==> src/rtl/div_pkg.sv <==
// Shared types, special-case codes and two's-complement helpers for the sequential divider.
package div_pkg;

    // Widest operand the helpers handle. Callers zero-extend into it and cast the result back.
    localparam int unsigned MAX_W     = 64;
    localparam int unsigned MAX_IDX_W = $clog2(MAX_W);

    typedef enum logic [1:0] {
        StIdle,
        StCalc,
        StFixup,
        StSpecial
    } div_state_e;

    localparam logic [1:0] SpNone     = 2'd0;
    localparam logic [1:0] SpDivZero  = 2'd1;
    localparam logic [1:0] SpOverflow = 2'd2;

    function automatic logic [MAX_W-1:0] neg2c(input logic [MAX_W-1:0] x);
        return ~x + MAX_W'(1);
    endfunction

    // The sign bit is x[w-1]. Only the low w bits of the result are meaningful.
    function automatic logic [MAX_W-1:0] abs_val(input logic [MAX_W-1:0] x, input int unsigned w);
        return x[MAX_IDX_W'(w - 1)] ? neg2c(x) : x;
    endfunction

endpackage

==> src/rtl/div_restore_step.sv <==
// One restoring-division iteration: shift {A,Q} left, trial-subtract M, restore on borrow.
module div_restore_step #(
    parameter int unsigned WIDTH = 32
) (
    input  logic [WIDTH-1:0] a,
    input  logic [WIDTH-1:0] q,
    input  logic [WIDTH-1:0] m,
    output logic [WIDTH-1:0] a_next,
    output logic [WIDTH-1:0] q_next
);

    logic [WIDTH:0] shifted;
    logic [WIDTH:0] trial;
    logic           neg;

    always_comb begin
        shifted = {a, q[WIDTH-1]};
        trial   = shifted - {1'b0, m};
        // A < M always holds, so a set top bit in shifted means shifted >= M; otherwise the
        // trial sign bit is the true sign.
        neg     = ~shifted[WIDTH] & trial[WIDTH];
        a_next  = neg ? shifted[WIDTH-1:0] : trial[WIDTH-1:0];
        q_next  = {q[WIDTH-2:0], ~neg};
    end

endmodule

==> src/rtl/seq_divider_param.sv <==
// Multi-cycle restoring divider, one quotient bit per cycle, signed or unsigned per operation.
// Start/done handshake, synchronous abort, divide-by-zero and signed-overflow detection.
module seq_divider_param
    import div_pkg::*;
#(
    parameter int unsigned WIDTH = 32,
    parameter int unsigned CNT_W = $clog2(WIDTH)
) (
    input  logic             clk,
    input  logic             clr_n,
    input  logic             start,
    input  logic             abort,
    input  logic             is_signed,
    input  logic [WIDTH-1:0] dividend,
    input  logic [WIDTH-1:0] divisor,
    output logic             busy,
    output logic             done,
    output logic [WIDTH-1:0] quotient,
    output logic [WIDTH-1:0] remainder,
    output logic             div_by_zero,
    output logic             overflow
);

    localparam logic [WIDTH-1:0] MinVal  = {1'b1, {(WIDTH - 1) {1'b0}}};
    localparam logic [CNT_W-1:0] LastCnt = CNT_W'(WIDTH - 1);

    div_state_e       state_q;
    logic [CNT_W-1:0] cnt_q;
    logic [WIDTH-1:0] a_q, q_q, m_q;
    logic             signed_q, dd_neg_q, dv_neg_q;
    logic [1:0]       spec_q;

    logic [WIDTH-1:0] a_next, q_next;
    logic [WIDTH-1:0] dd_mag, dv_mag;
    logic [WIDTH-1:0] q_fix, r_fix;
    logic             div_zero, sgn_ovf;

    always_comb begin
        dd_mag   = is_signed ? WIDTH'(abs_val(MAX_W'(dividend), WIDTH)) : dividend;
        dv_mag   = is_signed ? WIDTH'(abs_val(MAX_W'(divisor), WIDTH)) : divisor;
        div_zero = (divisor == '0);
        sgn_ovf  = is_signed && (dividend == MinVal) && (divisor == '1);
        q_fix    = (signed_q && (dd_neg_q != dv_neg_q)) ? WIDTH'(neg2c(MAX_W'(q_q))) : q_q;
        r_fix    = (signed_q && dd_neg_q) ? WIDTH'(neg2c(MAX_W'(a_q))) : a_q;
    end

    div_restore_step #(
        .WIDTH (WIDTH)
    ) u_step (
        .a      (a_q),
        .q      (q_q),
        .m      (m_q),
        .a_next (a_next),
        .q_next (q_next)
    );

    always_ff @(posedge clk or negedge clr_n) begin
        if (!clr_n) begin
            state_q     <= StIdle;
            cnt_q       <= '0;
            a_q         <= '0;
            q_q         <= '0;
            m_q         <= '0;
            signed_q    <= 1'b0;
            dd_neg_q    <= 1'b0;
            dv_neg_q    <= 1'b0;
            spec_q      <= SpNone;
            busy        <= 1'b0;
            done        <= 1'b0;
            quotient    <= '0;
            remainder   <= '0;
            div_by_zero <= 1'b0;
            overflow    <= 1'b0;
        end else begin
            done <= 1'b0;
            unique case (state_q)
                StIdle: begin
                    if (start) begin
                        busy     <= 1'b1;
                        cnt_q    <= '0;
                        signed_q <= is_signed;
                        dd_neg_q <= dividend[WIDTH-1];
                        dv_neg_q <= divisor[WIDTH-1];
                        a_q      <= '0;
                        m_q      <= dv_mag;
                        // Divide by zero reports the dividend as given, so park the raw value.
                        q_q      <= div_zero ? dividend : dd_mag;
                        if (div_zero) begin
                            spec_q  <= SpDivZero;
                            state_q <= StSpecial;
                        end else if (sgn_ovf) begin
                            spec_q  <= SpOverflow;
                            state_q <= StSpecial;
                        end else begin
                            spec_q  <= SpNone;
                            state_q <= StCalc;
                        end
                    end
                end
                StCalc: begin
                    if (abort) begin
                        busy    <= 1'b0;
                        cnt_q   <= '0;
                        state_q <= StIdle;
                    end else begin
                        a_q <= a_next;
                        q_q <= q_next;
                        if (cnt_q == LastCnt) begin
                            cnt_q   <= '0;
                            state_q <= StFixup;
                        end else begin
                            cnt_q <= cnt_q + CNT_W'(1);
                        end
                    end
                end
                StFixup: begin
                    busy    <= 1'b0;
                    state_q <= StIdle;
                    if (!abort) begin
                        done        <= 1'b1;
                        quotient    <= q_fix;
                        remainder   <= r_fix;
                        div_by_zero <= 1'b0;
                        overflow    <= 1'b0;
                    end
                end
                StSpecial: begin
                    busy    <= 1'b0;
                    state_q <= StIdle;
                    if (!abort) begin
                        done <= 1'b1;
                        if (spec_q == SpDivZero) begin
                            quotient    <= '1;
                            remainder   <= q_q;
                            div_by_zero <= 1'b1;
                            overflow    <= 1'b0;
                        end else begin
                            quotient    <= MinVal;
                            remainder   <= '0;
                            div_by_zero <= 1'b0;
                            overflow    <= 1'b1;
                        end
                    end
                end
                default: begin
                    busy    <= 1'b0;
                    state_q <= StIdle;
                end
            endcase
        end
    end

endmodule

==> config.mk <==
export PLATFORM = sky130hd
export DESIGN_NAME = seq_divider_param
export DESIGN_NICKNAME = d
export VERILOG_FILES = /design/src/rtl/div_pkg.sv /design/src/rtl/div_restore_step.sv /design/src/rtl/seq_divider_param.sv
export SDC_FILE = /design/constraint.sdc
export NUM_CORES = 1
export LEC_CHECK = 0
export CORE_MARGIN = 5
export CORE_UTILIZATION = 57
export CTS_CLUSTER_SIZE = 40
export DETAILED_ROUTE_END_ITERATION = 10
export MAX_ROUTING_LAYER = met4
export PLACE_DENSITY = 0.81
export SYNTH_ARGS = -nofsm -noshare
export SYNTH_HDL_FRONTEND = slang
export SYNTH_SLANG_ARGS = --single-unit
==> constraint.sdc <==
create_clock -name clk -period 3.8 [get_ports clk]
set_input_delay 0.76 -clock clk [delete_from_list [all_inputs] [get_ports clk]]
set_output_delay 0.76 -clock clk [all_outputs]
set_load 0.005 [all_outputs]
==> flow_metrics.py, run 1 <==
metrics = {
    "logic_synthesis": {
        "synthFlopType": "dfrtp_1",
        "ys_types": 64,
        "syn_area_mm2": 0.0115,
        "synth.area.top_cells": "dfrtp_1 (38%), o21ai_0 (6.9%), xor2_1 (5.8%)",
        "synth_top_family_by_area": "compound AO/OA/AOI/OAI gates",
        "yosysTopAreaCellShare_pct": 38.2,
        "synth_mux_area_share_pct": 1.56,
        "synthArstFlopShare_pct": 100,
        "synthAdderAreaFrac_pct": 4.40,
        "syn_inst": 1391,
        "synth_largest_area_cell": "dfrtp_1",
        "synthSimpleGateAreaFrac_pct": 17.0,
        "syn_nets": 1500,
        "synth_warnings": 0,
        "synth_xor_area_share_pct": 11.1,
        "seq_area_frac_synth_pct": 38.2,
        "synth_edf_count": 0,
        "ys_ff_latch": 176,
        "syn_avg_cell_area_um2": 8.30,
        "synth_compound_area_share_pct": 23.0,
    },
    "sta": {
        "fmax_mhz": 288,
        "finalHoldViolCount": 0,
        "skew_ns": 0.0134,
        "finalSetupViolCount": 0,
        "maxSlewHeadroom_pct": 43.8,
        "setup_tns_ns": 0,
        "period_minus_slack_ns": 3.47,
        "worst_pin_slew_ns": 0.842,
        "timing.final.crit_share_pct": 91.2,
        "worst_slack_ns": 0.333,
        "rsz0062_at_grt": "false",
        "finalMaxSlewViolations": 0,
    },
    "drt": {
        "vias": 10993,
        "drt_wl_total_um": 34000,
        "route.detailed.drc": 0,
        "routed_via_density": 6.20,
        "dr.pass1.iters": 8,
        "drt_iter0_markers": 1289,
        "drtAntennaViolNets": 0,
        "wire_per_inst_um": 19.2,
    },
    "floorplan": {
        "core.rowCount": 52,
        "die_h_um": 152,
        "chipWidth_um": 152,
        "io_pins": 137,
        "initial_core_util_pct": 57.4,
        "core_mm2": 0.0201,
        "die-area_mm2": 0.0232,
    },
    "cts": {
        "clk_pin_slew_ns": 0.08,
        "numCtsBuffers": 17,
        "ctsRootBufferMaster": "clkbuf_16",
        "cts_buffer_depth": 2,
        "cts_tree": "done",
        "post-cts-setup-buffer-count": 0,
        "hold_buffers": 0,
        "cts.sinks": 176,
        "clkLatencyLatePin_ns": 0.45,
        "post_cts_resized": 0,
        "cts_max_level": 4,
    },
    "finish": {
        "final_area_mm2": 0.0138,
        "multi_input_area_mm2": 0.00662,
        "regArea_mm2": 0.00440,
        "area_growth_pct": 19.7,
        "layout_commonest_cell": "dfrtp_1",
        "most-common-layout-cells": "dfrtp_1 (176), o21ai_0 (159), nand2_1 (157), nor2_1 (138), clkdlybuf4s50_1 (135)",
        "fillers": 1639,
        "finish.utilization_pct": 68.7,
        "n_antenna_cell": 0,
        "nNetsFinal": 1599,
        "drive_gt1_share_pct": 5.46,
    },
    "grt": {
        "antenna_found_initial": 0,
        "grt_pass1_wl_um": 54700,
        "grt_usage_pct": 29.6,
        "grt_overflow": 0,
        "grt_max_degree": 91,
        "grt_pass1_vias": 10267,
    },
    "pwr": {
        "p_per_area_mw_per_mm2": 641,
        "ir_drop_v": 0.000470,
        "power.leakage_nw": 5.94,
    },
    "worst_setup_path": {
        "cp.arrival_ns": 3.78,
        "crit_path_end_kind": "flip-flop",
        "required_ns": 4.11,
        "critical_path.startpoint_type": "flip-flop",
        "crit_path_max_fanout": 24,
        "critical_path_class": "reg2reg",
    },
    "flow_run": {
        "max_cap_violations": 0,
    },
    "place": {
        "place_ws_ns": 0.0851,
        "numPortBuffers": 136,
        "place_area_mm2": 0.0132,
        "dp_hpwl_um": 25100,
        "gp_congestion": 0.970,
    },
    "status": {
        "status": "complete, no violations",
    },
    "min_path": {
        "min_path_type": "in2async",
    },
}
==> cells by family (layout without fill, tap and decap cells) <==
kind of cell / count (synthesis) / after routing
AOI/OAI and AO/OA: 442 / 442
xor gates and xnor gates: 146 / 146
adders and majority gates: 40 / 40
buffers and inverters: 137 / 249
DFF: 176 / 176
muxes: 18 / 18
and+or+nand+nor: 432 / 432
==> worst max-delay path, stage by stage, from the launching register on <==
cell,delay (ns)
dfrtp_1,0.40
ha_1,0.22
fa_1,0.38
nand2b_1,0.19
a21oi_1,0.25
o21ai_0,0.15
o211a_1,0.22
o31ai_1,0.31
buf_4,0.19
a31oi_1,0.10
buf_4,0.17
o21ai_4,0.19
buf_12,0.21
mux2i_1,0.24
o21ai_0,0.09
==> path summary, 6_finish.rpt <==
| path | startpoint | to | slack [ns] | cells past startpoint |
|---|---|---|---|---|
| hold / removal | clr_n | a_q[19]$_DFFE_PN0P_ | 0.34 | 1 |
| setup reg to reg | m_q[0]$_DFFE_PN0P_ | a_q[4]$_DFFE_PN0P_ | 0.33 | 14 |
| max in group asynchronous | clr_n | quotient[20]$_DFFE_PN0P_ | 2.51 | 2 |
| min in group clk | m_q[16]$_DFFE_PN0P_ | m_q[16]$_DFFE_PN0P_ | 0.48 | 2 |
| setup / recovery | m_q[0]$_DFFE_PN0P_ | a_q[4]$_DFFE_PN0P_ | 0.33 | 14 |
| hold reg to reg | m_q[16]$_DFFE_PN0P_ | m_q[16]$_DFFE_PN0P_ | 0.48 | 2 |
==> registers in the layout, indices dropped and copies added, names as in the netlist, 2 cells and up <==
name	count
a_q	32
cnt_q	5
m_q	32
q_q	32
quotient	32
remainder	32
spec_q	2
state_q	2
==> Yosys cell counts (all sizes together), types with 2 or more instances <==
| master | count |
|---|---|
| dfrtp | 176 |
| nor3 | 28 |
| xnor2 | 69 |
| nor2 | 139 |
| nor4b | 2 |
| a22oi | 15 |
| xor2 | 77 |
| o211a | 2 |
| or3 | 6 |
| and2 | 6 |
| and3 | 7 |
| inv | 54 |
| o221ai | 2 |
| nor4 | 15 |
| ha | 39 |
| a31o | 2 |
| a21oi | 114 |
| nand2 | 160 |
| o21bai | 5 |
| mux2i | 18 |
| o41ai | 11 |
| o21a | 6 |
| o21ai | 162 |
| or4 | 9 |
| nor3b | 2 |
| or2 | 3 |
| nand3 | 17 |
| o31ai | 22 |
| a21o | 20 |
| nand4 | 12 |
| o22ai | 27 |
| a221oi | 16 |
| clkbuf | 74 |
| nand3b | 4 |
| o31a | 2 |
| o211ai | 8 |
| buf | 9 |
| nor2b | 5 |
| a31oi | 12 |
| a211oi | 5 |
| a221o | 3 |
| nand2b | 15 |
| a41oi | 2 |
==> power breakdown <==
group | total (W) | switching, W | leakage (nW) | internal (W)
sequential | 0.00285 | 0.000644 | 2.26 | 0.00220
combinational | 0.00410 | 0.00233 | 3.37 | 0.00178
clock | 0.00190 | 0.000882 | 0.312 | 0.00102
total | 0.00885 | 0.00385 | 5.94 | 0.00500
==> stage by stage <==
| step | hold WS, ns | instances | total power (W) |
|---|---|---|---|
| floorplan | 0.450 | 1391 | 0.00562 |
| global placement | 0.461 | 1741 | 0.00671 |
| detailed placement | 0.470 | 1741 | 0.00683 |
| CTS | 0.368 | 1773 | 0.00875 |
| global route | 0.405 | 1773 | 0.00939 |
| finish | 0.337 | 1773 | 0.00885 |
==> per-layer routing <==
layer  vias to the layer above  track usage, %  wire length (µm)
li1                       5122               -                 -
met1                      5174            41.5             14300
met2                       603            43.8             15100
met3                        94            5.71              3520
met4                         0            9.08              1020
met5                         -               -                 0
==> layout make-up <==
class                   instances  share of cell area (%)
inverters                      54                    1.47
multi-input cells            1078                    47.9
clock inverters                15                    1.56
clock buffers                  17                    3.08
well taps                     270                    2.45
flip-flops and latches        176                    31.9
repair buffers                163                    11.7
No activity file was read; power rests on OpenSTA's default activity.
==> inputs of run 2 (changes only) <==
CORE_UTILIZATION = 60   (was 57)
CTS_BUF_LIST = sky130_fd_sc_hd__clkbuf_4   (was unset)
DONT_BUFFER_PORTS = 1   (was unset)
PLACE_DENSITY = 0.76   (was 0.81)
==> run 2 against run 1 <==
Net effect: the flow now finishes with violations (hold timing); largest power group unchanged; worst setup slack worse by 0.11 ns; die area down 4.7%; highest routed layer unchanged; sequential power hardly changed; critical path type unchanged; cell area down 13%.
==> flow_metrics.py, run 2 (synthesis gave the netlist of run 1 again) <==
metrics = {
    "worst_setup_path": {
        "crit_path_max_fanout": 17,
        "critical_path_class": "reg2reg",
        "r2r-start": "q_q[31]$_DFFE_PN0P_",
        "r2r-end": "a_q[22]$_DFFE_PN0P_",
        "rr_worst_depth": 14,
        "cp.arrival_ns": 4.06,
        "crit_path_end_kind": "flip-flop",
        "required_ns": 4.28,
        "worst-r2r-setup-slack_ns": 0.22,
        "critical_path.startpoint_type": "flip-flop",
    },
    "status": {
        "violations": "hold timing",
        "status": "finished with violations",
    },
    "sta": {
        "finalMaxSlewViolations": 0,
        "fin_hold_ws_ns": -0.150,
        "finalSetupViolCount": 0,
        "timing.final.crit_share_pct": 94.3,
        "fmax_mhz": 279,
        "skew_ns": 0.0340,
        "rsz0062_at_grt": "false",
        "finalHoldViolCount": 176,
        "period_minus_slack_ns": 3.58,
        "setup_tns_ns": 0,
        "worst_pin_slew_ns": 0.828,
        "maxSlewHeadroom_pct": 44.7,
    },
    "grt": {
        "grt_pass1_wl_um": 51300,
        "grt_usage_pct": 30.0,
        "grt_max_degree": 177,
        "grt_overflow": 0,
        "antenna_found_initial": 1,
        "grt_pass1_vias": 9457,
    },
    "finish": {
        "multi_input_area_mm2": 0.00662,
        "fillers": 1656,
        "layout_commonest_cell": "dfrtp_1",
        "instances_no_fill": 1625,
        "nNetsFinal": 1460,
        "regArea_mm2": 0.00440,
        "drive_gt1_share_pct": 5.57,
        "area_growth_pct": 4.36,
        "most-common-layout-cells": "dfrtp_1 (176), o21ai_0 (159), nand2_1 (157), nor2_1 (138), a21oi_1 (114)",
    },
    "place": {
        "gp_congestion": 0.970,
        "numPortBuffers": 0,
        "dp_hpwl_um": 24300,
        "dp_cells": 1592,
    },
    "cts": {
        "clkLatencyLatePin_ns": 0.60,
        "cts_buffer_depth": 2,
        "post-cts-setup-buffer-count": 0,
        "clk_pin_slew_ns": 0.16,
        "cts_max_level": 4,
        "cts_tree": "done",
        "numCtsBuffers": 17,
        "cts.sinks": 176,
        "post_cts_resized": 0,
        "ctsRootBufferMaster": "clkbuf_4",
    },
    "floorplan": {
        "initial_core_util_pct": 61.3,
        "chipWidth_um": 149,
        "core.rowCount": 50,
        "die_h_um": 149,
        "core_mm2": 0.0188,
        "die-area_mm2": 0.0221,
        "io_pins": 137,
    },
    "drt": {
        "routed_via_density": 6.24,
        "vias": 10145,
        "route.detailed.drc": 0,
        "dr.pass1.iters": 5,
        "drt_wl_total_um": 32100,
        "drt_iter0_markers": 967,
        "drtAntennaViolNets": 0,
        "wire_per_inst_um": 19.7,
    },
    "pwr": {
        "p_per_area_mw_per_mm2": 652,
        "power.leakage_nw": 5.26,
        "ir_drop_v": 0.000322,
    },
    "flow_run": {
        "max_cap_violations": 0,
    },
    "min_path": {
        "min_path_type": "in2async",
    },
}
==> run 2: worst max-delay path, cell delays in order, from the launching register on <==
cell and delay (ns):
dfrtp_1 0.47, inv_1 0.07, ha_1 0.22, fa_1 0.39, nand2b_1 0.19, a21oi_1 0.32, o21ai_0 0.15, o211a_1 0.18
o31ai_1 0.37, a31oi_1 0.26, o21ai_4 0.24, buf_4 0.25, nor2_1 0.08, a22oi_1 0.17, o21ai_0 0.12
==> run 2: cell type report <==
cell class              instances  area share [%]
diodes                          1          0.0208
clock buffers                  17            1.06
clock inverters                15            1.44
inverters                      54            1.68
multi-input cells            1078            54.9
flip-flops and latches        176            36.6
well taps                     260            2.70
repair buffers                 24            1.60
==> run 2: report_power, final <==
part	internal (W)	switching (W)	total (W)
sequential	0.00220	0.000640	0.00284
clock	0.000414	0.000726	0.00114
combinational	0.00168	0.00219	0.00388
==> run 2: worst max-delay path by stage <==
| stage | startpoint | endpoint | slack, ns |
|---|---|---|---|
| floorplan | q_q[31]$_DFFE_PN0P_ | a_q[27]$_DFFE_PN0P_ | 0.56 |
| global placement | q_q[31]$_DFFE_PN0P_ | a_q[31]$_DFFE_PN0P_ | 0.46 |
| detailed placement | q_q[31]$_DFFE_PN0P_ | a_q[22]$_DFFE_PN0P_ | 0.30 |
| CTS | q_q[31]$_DFFE_PN0P_ | a_q[22]$_DFFE_PN0P_ | 0.26 |
| global route | q_q[31]$_DFFE_PN0P_ | a_q[22]$_DFFE_PN0P_ | 0.02 |
| finish | q_q[31]$_DFFE_PN0P_ | a_q[22]$_DFFE_PN0P_ | 0.22 |
==> run 2: stage by stage <==
| stage | worst slack, ns | total power, W | utilization [%] | hold slack (ns) | instance area (µm²) |
|---|---|---|---|---|---|
| after global placement | 0.456 | 0.00658 | 62.3 | 0.462 | 11700 |
| after global routing | 0.0157 | 0.00842 | 64.0 | -0.209 | 12000 |
| final | 0.218 | 0.00786 | 64.0 | -0.150 | 12000 |
| after floorplan | 0.555 | 0.00562 | - | 0.450 | 11500 |
| after detailed placement | 0.297 | 0.00666 | 62.3 | 0.471 | 11700 |
| after CTS | 0.264 | 0.00780 | 63.9 | -0.191 | 12000 |
==> run 2: layer usage <==
layer	up-vias	share of wire (%)	track usage (%)
met5	-	0	-
met4	0	2.0	7.02
met3	47	10	5.94
met2	501	43	42.7
met1	4743	44	44.3
li1	4854	-	-
